**config.mk**
```make
export PLATFORM = sky130hd
export DESIGN_NAME = cache_fill_ctl
export DESIGN_NICKNAME = d
export VERILOG_FILES = /design/src/rtl/cache_fill_ctl_pkg.sv /design/src/rtl/cache_fill_ctl_beat.sv /design/src/rtl/cache_fill_ctl.sv
export SDC_FILE = /design/constraint.sdc
export NUM_CORES = 1
export LEC_CHECK = 0
export CAP_MARGIN = 30
export CELL_PAD_IN_SITES_DETAIL_PLACEMENT = 2
export CELL_PAD_IN_SITES_GLOBAL_PLACEMENT = 2
export CORE_MARGIN = 2
export CORE_UTILIZATION = 25
export CTS_CLUSTER_SIZE = 40
export DETAILED_ROUTE_END_ITERATION = 10
export GPL_ROUTABILITY_DRIVEN = 0
export PLACE_DENSITY_LB_ADDON = 0.1
export SKIP_LAST_GASP = 1
export SLEW_MARGIN = 25
export SYNTH_ARGS = -nofsm -noshare
export SYNTH_HDL_FRONTEND = slang
export SYNTH_SLANG_ARGS = --single-unit
```
**constraint.sdc**
```tcl
create_clock -name clk -period 3.6 [get_ports clk]
set_input_delay 0.36 -clock clk [delete_from_list [all_inputs] [get_ports clk]]
set_output_delay 0.36 -clock clk [all_outputs]
set_load 0.005 [all_outputs]
```
**src/rtl/cache_fill_ctl_pkg.sv**
```systemverilog
// cache_fill_ctl_pkg: controller states and default line geometry shared by the fill controller.
package cache_fill_ctl_pkg;
  typedef enum logic [2:0] {IDLE, IRD, DWB, DRD, DONE} state_t;
  localparam int IWORDS_D = 8;
  localparam int DWORDS_D = 4;
  localparam int PAW_D = 32;
  localparam int IOFF_D = $clog2(IWORDS_D * 4);
  localparam int DOFF_D = $clog2(DWORDS_D * 4);
endpackage

```
**src/rtl/cache_fill_ctl_beat.sv**
```systemverilog
// cache_fill_ctl_beat: burst beat counter with last-beat compare, cleared at the start of every burst.
module cache_fill_ctl_beat #(
  parameter int W = 3
) (
  input  logic         clk,
  input  logic         rstn,
  input  logic         clr,
  input  logic         inc,
  input  logic [W-1:0] lim,
  output logic [W-1:0] cnt,
  output logic         last
);
  assign last = cnt == lim;
  always_ff @(posedge clk or negedge rstn) begin
    if (!rstn) cnt <= '0;
    else if (clr) cnt <= '0;
    else if (inc) cnt <= cnt + 1'b1;
  end
endmodule

```
**src/rtl/cache_fill_ctl.sv**
```systemverilog
// cache_fill_ctl: arbitrates icache fill, dcache writeback and dcache fill onto one burst bus master.
module cache_fill_ctl
  import cache_fill_ctl_pkg::*;
#(
  parameter int IWORDS = IWORDS_D,
  parameter int DWORDS = DWORDS_D,
  parameter int PAW    = PAW_D
) (
  input  logic                      clk,
  input  logic                      rstn,
  input  logic                      ic_req,
  input  logic [PAW-1:0]            ic_pa,
  output logic                      ic_we,
  output logic [$clog2(IWORDS)-1:0] ic_widx,
  output logic                      ic_done,
  input  logic                      dc_req,
  input  logic [PAW-1:0]            dc_pa,
  input  logic                      dc_dirty,
  input  logic [PAW-1:0]            dc_vpa,
  output logic [$clog2(DWORDS)-1:0] dc_ridx,
  input  logic [31:0]               dc_rdata,
  output logic                      dc_we,
  output logic [$clog2(DWORDS)-1:0] dc_widx,
  output logic                      dc_done,
  output logic [31:0]               fill_data,
  output logic                      m_req,
  output logic                      m_wr,
  output logic [PAW-1:0]            m_addr,
  output logic [3:0]                m_len,
  input  logic                      m_gnt,
  input  logic                      m_rvalid,
  input  logic [31:0]               m_rdata,
  output logic [31:0]               m_wdata,
  input  logic                      m_wready
);
  localparam int CW = $clog2(IWORDS);
  localparam int DW = $clog2(DWORDS);
  localparam logic [PAW-1:0] IMASK = ~PAW'((1 << $clog2(IWORDS * 4)) - 1);
  localparam logic [PAW-1:0] DMASK = ~PAW'((1 << $clog2(DWORDS * 4)) - 1);
  state_t state;
  logic ic_starve, take_ic, take_dc, rbeat, wbeat, last;
  logic [CW-1:0] cnt, lim;
  logic [PAW-1:0] fill_pa;
  assign take_ic = ic_req && (!dc_req || ic_starve);
  assign take_dc = dc_req && !take_ic;
  // Beats only count once the request has been granted, so stray strobes during the request phase are dropped.
  assign rbeat = (state == IRD || state == DRD) && !m_req && m_rvalid;
  assign wbeat = state == DWB && !m_req && m_wready;
  assign lim = state == IRD ? CW'(IWORDS - 1) : CW'(DWORDS - 1);
  assign dc_ridx = state == DWB ? cnt[DW-1:0] : '0;
  assign m_wdata = (state == DWB && !m_req) ? dc_rdata : '0;
  cache_fill_ctl_beat #(.W(CW)) u_beat (
    .clk (clk),
    .rstn(rstn),
    .clr (state == IDLE || (wbeat && last)),
    .inc (rbeat || wbeat),
    .lim (lim),
    .cnt (cnt),
    .last(last)
  );
  always_ff @(posedge clk or negedge rstn) begin
    if (!rstn) begin
      state <= IDLE;
      ic_starve <= 1'b0;
      fill_pa <= '0;
      m_req <= 1'b0;
      m_wr <= 1'b0;
      m_addr <= '0;
      m_len <= '0;
      ic_we <= 1'b0;
      ic_widx <= '0;
      ic_done <= 1'b0;
      dc_we <= 1'b0;
      dc_widx <= '0;
      dc_done <= 1'b0;
      fill_data <= '0;
    end else begin
      ic_we <= 1'b0;
      dc_we <= 1'b0;
      ic_done <= 1'b0;
      dc_done <= 1'b0;
      if (m_req && m_gnt) m_req <= 1'b0;
      if (rbeat) fill_data <= m_rdata;
      case (state)
        IDLE: begin
          if (take_ic) begin
            state <= IRD;
            ic_starve <= 1'b0;
            m_req <= 1'b1;
            m_wr <= 1'b0;
            m_addr <= ic_pa & IMASK;
            m_len <= 4'(IWORDS - 1);
          end else if (take_dc) begin
            state <= dc_dirty ? DWB : DRD;
            if (ic_req) ic_starve <= 1'b1;
            m_req <= 1'b1;
            m_wr <= dc_dirty;
            m_addr <= dc_dirty ? dc_vpa & DMASK : dc_pa & DMASK;
            m_len <= 4'(DWORDS - 1);
            fill_pa <= dc_pa & DMASK;
          end
        end
        IRD: if (rbeat) begin
          ic_we <= 1'b1;
          ic_widx <= cnt;
          if (last) begin
            state <= DONE;
            ic_done <= 1'b1;
          end
        end
        DRD: if (rbeat) begin
          dc_we <= 1'b1;
          dc_widx <= cnt[DW-1:0];
          if (last) begin
            state <= DONE;
            dc_done <= 1'b1;
          end
        end
        // Writeback chains straight into the fill of the same dcache line.
        DWB: if (wbeat && last) begin
          state <= DRD;
          m_req <= 1'b1;
          m_wr <= 1'b0;
          m_addr <= fill_pa;
        end
        default: state <= IDLE;
      endcase
    end
  end
endmodule

```
==> impl_metrics.yaml, run 1 <==
run_status:
  outcome: "finished, final reports clean"
finish:
  diodes: 0
  final_nets: 886
  n_fill_cell: 2214
  multi_input_area_sq_um: 2499
  area_growth_pct: 59.68
  post-route-util: 0.4091
  seq_area_sq_um: 2703
  layout.cells.non_filler: 997
  drive_gt1_frac: 0.1925
clocking:
  cts_sinks: 108
  cts_tree: "yes"
  clockRootBuffer: "clkbuf_16"
  cts.reportedPaths.clkPinSlew_ns: 0.08
  clk_latency_ns: 0.36
  cts_buffers: 9
  htree_levels: 3
  ctsResizeCount: 0
  cts.path.max_buffers: 2
drt:
  avgRoutedWirePerCell_um: 20.00
  drt_iter0_drc: 139
  dr.pass1.iters: 4
  routed_via_density: 4.792
  drtAntennaViolNets: 0
  vias: 4778
  drc: 0
  finalWirelength_um: 19940
timing:
  tightest_slew_ns: 0.8166
  relSlewSlack: 0.4537
  fin_setup_tns_ns: 0
  rsz0062_at_grt: "no"
  fmaxAchievable_mhz: 384.3
  fin_worst_skew_ns: 0.01002
  period_needed_ns: 2.602
  drv_slew: 0
  timing.final.crit_share: 0.7228
  layout_setup_ws_ns: 0.9978
  setup_viol: 0
  hold_violations: 0
global_route:
  gr-total-overflow: 0
  first_global_vias: 5535
  antenna_found_initial: 0
  grt_pass1_wl_um: 30790
  grt_max_degree: 70
  grtUsageTotal: 0.1763
worst_setup_path:
  cp_slowest_cell: "clkdlybuf4s50_1"
  critPathMaxStageDelay_ns: 0.53
  worstPathRequired_ns: 3.24
  crit_chain: "nor4b_4 > buf_4 > and2_1 > clkdlybuf4s50_1"
  worstPathMaxFanout: 37
  crit_family: "buffers and inverters"
  rr_worst_depth: 3
  worst-setup-path-type: "reg2out"
  worst_setup_path_end_kind: "output port"
  worst-endpoint-arrival_ns: 2.24
  start_kind: "flop"
  path_buf_inv: 2
  cp_num_cells: 4
  ff2ff_setup_slack_ns: 1.29
pwr:
  power.density_nw_per_um2: 737.5
  p_int_mw: 4.279
  seqPwrFrac: 0.337
  pwr-share-comb: 0.508
  max-vdd-ir-drop_v: 0.0002994
  leakage_nw: 3.426
  switching_share: 0.3275
  p_sw_mw: 2.084
  pwr-share-clk: 0.155
synth:
  synth_seq_cells: 108
  synthTopCellsByArea: "dfrtp_1, mux2_2, a221oi_1"
  yosysSeqAreaShare: 0.5002
  synth_largest_area_cell: "dfrtp_1"
  synth_top_area_frac: 0.5002
  synth.distinct_cells: 41
  syn_area_per_cell_sq_um: 11.57
  syn_area_sq_um: 5403
  synthCells: 467
  yosysWarningCount: 0
placement:
  hpwl_um: 14370
  portBuffers: 262
  dp_slack_ns: 1.037
  placedCellCount: 979
die:
  start_util: 0.2562
  io_pins: 281
  die_h_um: 151.0
  core_sq_um: 21090
  die_area_sq_um: 22800
  die_w_um: 151.0
  rows: 53
hold_path:
  hold_class: "in2async"
job:
  cap_viol_max_count: 0
## area by class of cell
type,count,share of cell area
timing repair buffer,278,0.3211
inverter,6,0.002611
clock buffer,11,0.02930
sequential,108,0.3133
clock inverter,5,0.004206
multi-input combinational,314,0.2896
tap,275,0.03988
## path summary, 6_finish.rpt
path	endpoint	startpoint
worst max register to register	fill_pa[13]	state[2]
min in group clk	fill_data[0]	fill_data[0]
worst min-delay path	m_addr[8]	rstn
worst max-delay path	m_wdata[8]	state[2]
worst min register to register	fill_data[0]	fill_data[0]
max in group asynchronous	fill_data[11]	rstn
## repair_timing
action                     in CTS  in global routing
setup endpoints to repair       0                  0
hold endpoints to repair        0                 23
buffers inserted                0                  0
hold buffers                    0                  1
## kinds of logic (layout without fill, tap and decap cells)
family / Yosys count / after routing / synth area share
AO/OA/AOI/OAI: 74 / 74 / 0.1088
adder cells (fa/ha/maj): 1 / 1 / 0.002316
buffers and inverters: 49 / 300 / 0.04423
flip-flops: 108 / 108 / 0.5002
multiplexers: 96 / 96 / 0.2006
other: 1 / 5 / 0.0006941
AND/OR/NAND/NOR: 138 / 138 / 0.1431
## synth_stat cells (all sizes together)
cell and count:
a31oi 2, o32ai 1, a32o 1, buf 20
clkinv 1, ha 1, a311oi 1, a21boi 1
a22o 1, and2 36, or3 2, nor2 2
mux2i 1, a21oi 6, nand2b 2, nand3 1
mux2 95, nor3 28, a21bo 1, a221oi 27
o31ai 27, nor4bb 1, inv 5, nor4b 1
dfrtp 108, conb 1, clkbuf 23, a31o 2
nor3b 2, nor2b 29, or2 1, and3 1
nand2 32, o21ai 4
## cells in the final DEF, fill, tap and decap left out, types with 2 or more instances in the layout
| cell | synthesis | final |
|---|---|---|
| clkdlybuf4s50_1 | 0 | 260 |
| dfrtp_1 | 108 | 108 |
| mux2_2 | 94 | 94 |
| and2_1 | 36 | 36 |
| nand2_1 | 31 | 31 |
| nor2b_1 | 29 | 28 |
| nor3_1 | 28 | 28 |
| a221oi_1 | 27 | 27 |
| o31ai_1 | 27 | 27 |
| buf_4 | 6 | 14 |
| clkbuf_16 | 0 | 9 |
| a21oi_1 | 6 | 6 |
| inv_1 | 5 | 5 |
| conb_1 | 1 | 5 |
| o21ai_0 | 4 | 4 |
| clkinvlp_4 | 0 | 3 |
| nor3b_2 | 1 | 2 |
| nand2b_1 | 2 | 2 |
| or3_1 | 2 | 2 |
| nor2_1 | 2 | 2 |
| a31o_2 | 2 | 2 |
| clkbuf_8 | 0 | 2 |
## routing by layer
metal	share of wire	wire, um	GRT usage
met1	0.41	8165	0.2115
met2	0.50	10030	0.3114
met3	0.082	1626	0.06054
met4	0.0060	119	0.02710
met5	0	0	0
## power groups by stage
stage / Combinational (mW) / Clock, mW / Sequential (mW)
after floorplan: 1.51 / 0 / 2.12
after global placement: 3.20 / 0 / 2.13
after detailed placement: 3.30 / 0 / 2.17
after CTS: 3.31 / 1.04 / 2.15
after global routing: 3.55 / 1.08 / 2.24
final: 3.23 / 0.985 / 2.15
## per-stage QoR
| stage | hold WS (ns) | power, mW | cell area [sq um] |
|---|---|---|---|
| 3_5_place_dp | 0.4940 | 5.465 | 8300 |
| 6_report | 0.4677 | 6.363 | 8627 |
| 5_1_grt | 0.4808 | 6.870 | 8627 |
| 3_3_place_gp | 0.4843 | 5.324 | 8300 |
| 4_1_cts | 0.1799 | 6.506 | 8589 |
| 2_1_floorplan | 0.06441 | 3.628 | 5418 |
## sequential cells by signal, indices dropped and copies added, names as in the netlist, 2 cells and up
signal and cells:
u_beat.cnt 3, m_addr 28, ic_widx 3, state 3, fill_data 32, fill_pa 28
m_len 2, dc_widx 2
Power figures use the tool's default switching activity.
==> inputs of run 2 (changes only) <==
Settings changed: CORE_UTILIZATION 25 to 24.
Clock period 3.6 ns to 2.4 ns, I/O delays scaled along.
==> impl_metrics.yaml, run 2 (synthesis gave the netlist of run 1 again) <==
run_status:
  outcome: "finished, final reports clean"
worst_setup_path:
  start_kind: "flop"
  path_buf_inv: 3
  crit_family: "buffers and inverters"
  worst_setup_path_end_kind: "output port"
  crit_chain: "nor4b_4 > buf_4 > clkbuf_16 > and2_1 > clkdlybuf4s50_1"
  worst-setup-path-type: "reg2out"
  worstPathRequired_ns: 2.16
  critPathMaxStageDelay_ns: 0.52
  cp_slowest_cell: "clkdlybuf4s50_1"
  worstPathMaxFanout: 18
  worst-endpoint-arrival_ns: 2.10
placement:
  dp_slack_ns: 0.3718
  portBuffers: 262
  placed_area_sq_um: 8417
  placedCellCount: 992
  hpwl_um: 14760
timing:
  fmaxAchievable_mhz: 428.1
  fin_worst_skew_ns: 0.01338
  tightest_slew_ns: 0.6517
  relSlewSlack: 0.5655
  period_needed_ns: 2.336
  setup_viol: 0
  timing.final.crit_share: 0.9733
  drv_slew: 0
  holdWs_ns: 0.4074
  layout_setup_ws_ns: 0.06417
  fin_setup_tns_ns: 0
  hold_violations: 0
  rsz0062_at_grt: "yes"
finish:
  top_register: "fill_data"
  layout.cells.non_filler: 1018
  drive_gt1_frac: 0.2154
  largest_reg_flops: 32
  fin_area_sq_um: 8870
  largestRegisters: "fill_data x32, fill_pa x28, m_addr x28"
  mostFrequentLayoutCells: "clkdlybuf4s50_1, dfrtp_1, mux2_2"
  final_common_cell: "clkdlybuf4s50_1"
  final_nets: 902
  post-route-util: 0.4039
  diodes: 0
  area_growth_pct: 64.17
die:
  start_util: 0.2460
  die_area_sq_um: 23730
  die_w_um: 154.0
  die_h_um: 154.0
  rows: 54
  core_sq_um: 21960
  io_pins: 281
global_route:
  grt_max_degree: 109
  gr-total-overflow: 0
  first_global_vias: 5536
  antenna_found_initial: 0
  grtUsageTotal: 0.1756
  grt_pass1_wl_um: 32330
drt:
  routed_via_density: 4.733
  vias: 4818
  dr.pass1.iters: 4
  drc: 0
  finalWirelength_um: 20530
  drt_iter0_drc: 93
  avgRoutedWirePerCell_um: 20.17
  drtAntennaViolNets: 0
clocking:
  htree_levels: 3
  cts.reportedPaths.clkPinSlew_ns: 0.08
  clk_latency_ns: 0.36
  clockRootBuffer: "clkbuf_16"
  cts_sinks: 108
  cts.path.max_buffers: 2
  cts_buffers: 9
  cts_tree: "yes"
pwr:
  leakage_nw: 3.684
  power_mw: 10.02
  power.density_nw_per_um2: 1130
  max-vdd-ir-drop_v: 0.0004590
hold_path:
  hold_class: "in2reg"
job:
  cap_viol_max_count: 0
-- run 2: cell types whose count changed in the layout (fill, tap and decap cells not counted), moves of 2 or more --
cell and delta:
clkbuf_8 -2, dfrtp_1 -3, clkinvlp_4 -2, buf_4 +12
dlymetal6s2s_1 +9, buf_12 +4, clkinv_8 +3, dfrtp_2 +3
clkdlybuf4s50_1 -10
-- run 2: repair_timing --
action / 4_1_cts / 5_1_grt
endpoints found under the setup margin: 22 / 31
hold endpoints to repair: 10 / 0
setup buffers: 0 / 8
pin swaps: 0 / 1
gates resized for setup: 1 / 11
hold buffers: 1 / 0
cloned: 0 / 1
-- run 2: final timing paths --
check / start / endpoint / slack (ns) / cells past startpoint
worst max-delay path: state[2] / m_wdata[2] / 0.06 / 5
worst min-delay path: ic_req / ic_starve / 0.41 / 3
worst max register to register: state[2] / m_addr[27] / 0.17 / 8
worst min register to register: m_addr[10] / m_addr[10] / 0.51 / 1
max in group asynchronous: rstn / state[1] / 1.40 / 3
min in group asynchronous: rstn / m_addr[6] / 0.50 / 3
-- run 2: layer usage --
metal	routed length, um	up-vias	track usage
met4	249	0	0.04228
li1	-	2199	-
met5	0	-	0
met2	10090	187	0.2943
met1	8266	2418	0.2090
met3	1927	14	0.07384
-- run 2: area by class of cell --
| class | count | area [sq um] |
|---|---|---|
| sequential | 108 | 2706 |
| clock buffer | 9 | 225.2 |
| tap | 280 | 350.3 |
| inverter | 6 | 22.52 |
| clock inverter | 7 | 106.4 |
| timing repair buffer | 294 | 2955 |
| multi-input combinational | 314 | 2504 |
| fill | 2291 | 13090 |
-- run 2: where the power goes --
part / total (mW) / internal (mW) / switching, mW
Sequential: 3.20 / 2.70 / 0.500
Combinational: 5.18 / 3.17 / 2.01
Clock: 1.65 / 0.850 / 0.798
-- run 2: tightest hold or removal path, stage by stage --
cell and delay [ns]:
buf_2 0.26, nand2_1 0.14, o21ai_0 0.07
==> inputs of run 3 (changes only) <==
Settings changed: CORE_MARGIN 2 to 1.
==> impl_metrics.yaml, run 3 (synthesis gave the netlist of run 1 again) <==
clocking:
  cts_buffers: 9
  htree_levels: 3
  cts_sinks: 108
  clockRootBuffer: "clkbuf_16"
  clk_latency_ns: 0.36
  cts.reportedPaths.clkPinSlew_ns: 0.07
  cts_tree: "yes"
  cts.path.max_buffers: 2
pwr:
  max-vdd-ir-drop_v: 0.0004030
  leakage_nw: 3.507
  power.density_nw_per_um2: 1121
die:
  io_pins: 281
  die_area_sq_um: 23110
  die_w_um: 152.0
  core_sq_um: 21960
  die_h_um: 152.0
  rows: 54
  start_util: 0.2460
timing:
  hold_violations: 0
  tightest_slew_ns: 0.5775
  holdWs_ns: 0.3244
  period_needed_ns: 2.335
  setup_viol: 0
  rsz0062_at_grt: "yes"
  fin_worst_skew_ns: 0.01395
  fmaxAchievable_mhz: 428.2
  drv_slew: 0
  relSlewSlack: 0.6150
  timing.final.crit_share: 0.9731
global_route:
  gr-total-overflow: 0
  met1_usage: 0.1976
  grt_use_met2: 0.3278
  antenna_found_initial: 0
  grt_max_degree: 41
  busiest_layer: "met2"
  grtUsageTotal: 0.1831
  grt_pass1_wl_um: 32260
  first_global_vias: 5530
  met3_usage: 0.07530
hold_path:
  hold_start: "ic_req"
  hold_class: "in2reg"
placement:
  placedCellCount: 995
  hpwl_um: 15300
  portBuffers: 262
drt:
  drt_iter0_drc: 135
  drtAntennaViolNets: 0
  routed_via_density: 4.751
  drc: 32
  vias: 4808
  finalWirelength_um: 20470
  avgRoutedWirePerCell_um: 20.22
  dr.pass1.iters: 9
finish:
  largest_reg_flops: 32
  top_register: "fill_data"
  drive_gt1_frac: 0.2063
  layout.cells.non_filler: 1012
  diodes: 0
  largestRegisters: "fill_data x32, fill_pa x28, m_addr x28"
  n_fill_cell: 2310
  final_common_cell: "clkdlybuf4s50_1"
  multi_input_area_sq_um: 2504
  mostFrequentLayoutCells: "clkdlybuf4s50_1, dfrtp_1, mux2_2"
  final_nets: 896
  seq_area_sq_um: 2705
  area_growth_pct: 62.18
worst_setup_path:
  crit_start: "state[2]"
  r2r-start: "state[1]"
  worstPathRequired_ns: 2.16
  worstPathMaxFanout: 37
  worst-setup-path-type: "reg2out"
  worst-endpoint-arrival_ns: 2.10
  worst_setup_path_end_kind: "output port"
  start_kind: "flop"
run_status:
  violations: "DRC"
  outcome: "complete, but fails checks"
job:
  cap_viol_max_count: 0
[run 3: repair_timing]
action	in CTS	in global routing
pin swaps	0	0
resized for setup	2	0
gates cloned	0	0
hold endpoints to repair	36	0
endpoints found under the setup margin	2	2
hold buffers	1	0
setup buffers	0	0
[run 3: report_power, final]
part | switching (mW) | internal (mW)
logic | 1.96 | 3.07
registers | 0.508 | 2.70
clock network | 0.733 | 0.856
total | 3.20 | 6.62
[run 3: per-layer routing]
layer  part of all wire  up-vias
met5                  0        -
met4              0.012        0
met3               0.10       17
met2               0.52      188
met1               0.37     2414
li1                   -     2189
[run 3: cell type report]
class / instances / share of cell area
timing repair buffer: 288 / 0.3276
inverter: 6 / 0.002570
clock inverter: 5 / 0.007711
multi-input combinational: 314 / 0.2857
clock buffer: 11 / 0.02770
sequential: 108 / 0.3087
tap: 280 / 0.03998
[run 3: final timing paths]
| check | end | slack, ns | depth (start not counted) |
|---|---|---|---|
| worst min register to register | fill_data[10] | 0.51 | 1 |
| worst min-delay path | ic_starve | 0.32 | 3 |
| worst max-delay path | m_wdata[19] | 0.06 | 4 |
| worst max register to register | m_addr[22] | 0.37 | 5 |
| max in group asynchronous | m_req | 1.23 | 3 |
| min in group asynchronous | m_addr[6] | 0.40 | 2 |
[run 3: critical path, cell delays in order (launching register included)]
cell and delay, ns:
dfrtp_2 0.49, nor4b_4 0.32, buf_12 0.22, and2_1 0.15, clkdlybuf4s50_1 0.56
[run 3: per-stage QoR]
stage	utilization	cell area (sq um)	TNS [ns]	setup slack, ns	total power [mW]
2_1_floorplan	-	5418	0	0.4803	5.442
3_3_place_gp	0.3843	8439	0	0.3555	8.175
3_5_place_dp	0.3843	8439	0	0.2833	8.383
4_1_cts	0.3990	8762	0	0.008044	10.05
5_1_grt	0.3990	8762	-0.04112	-0.03872	10.55
6_report	0.3990	8762	0	0.06467	9.823
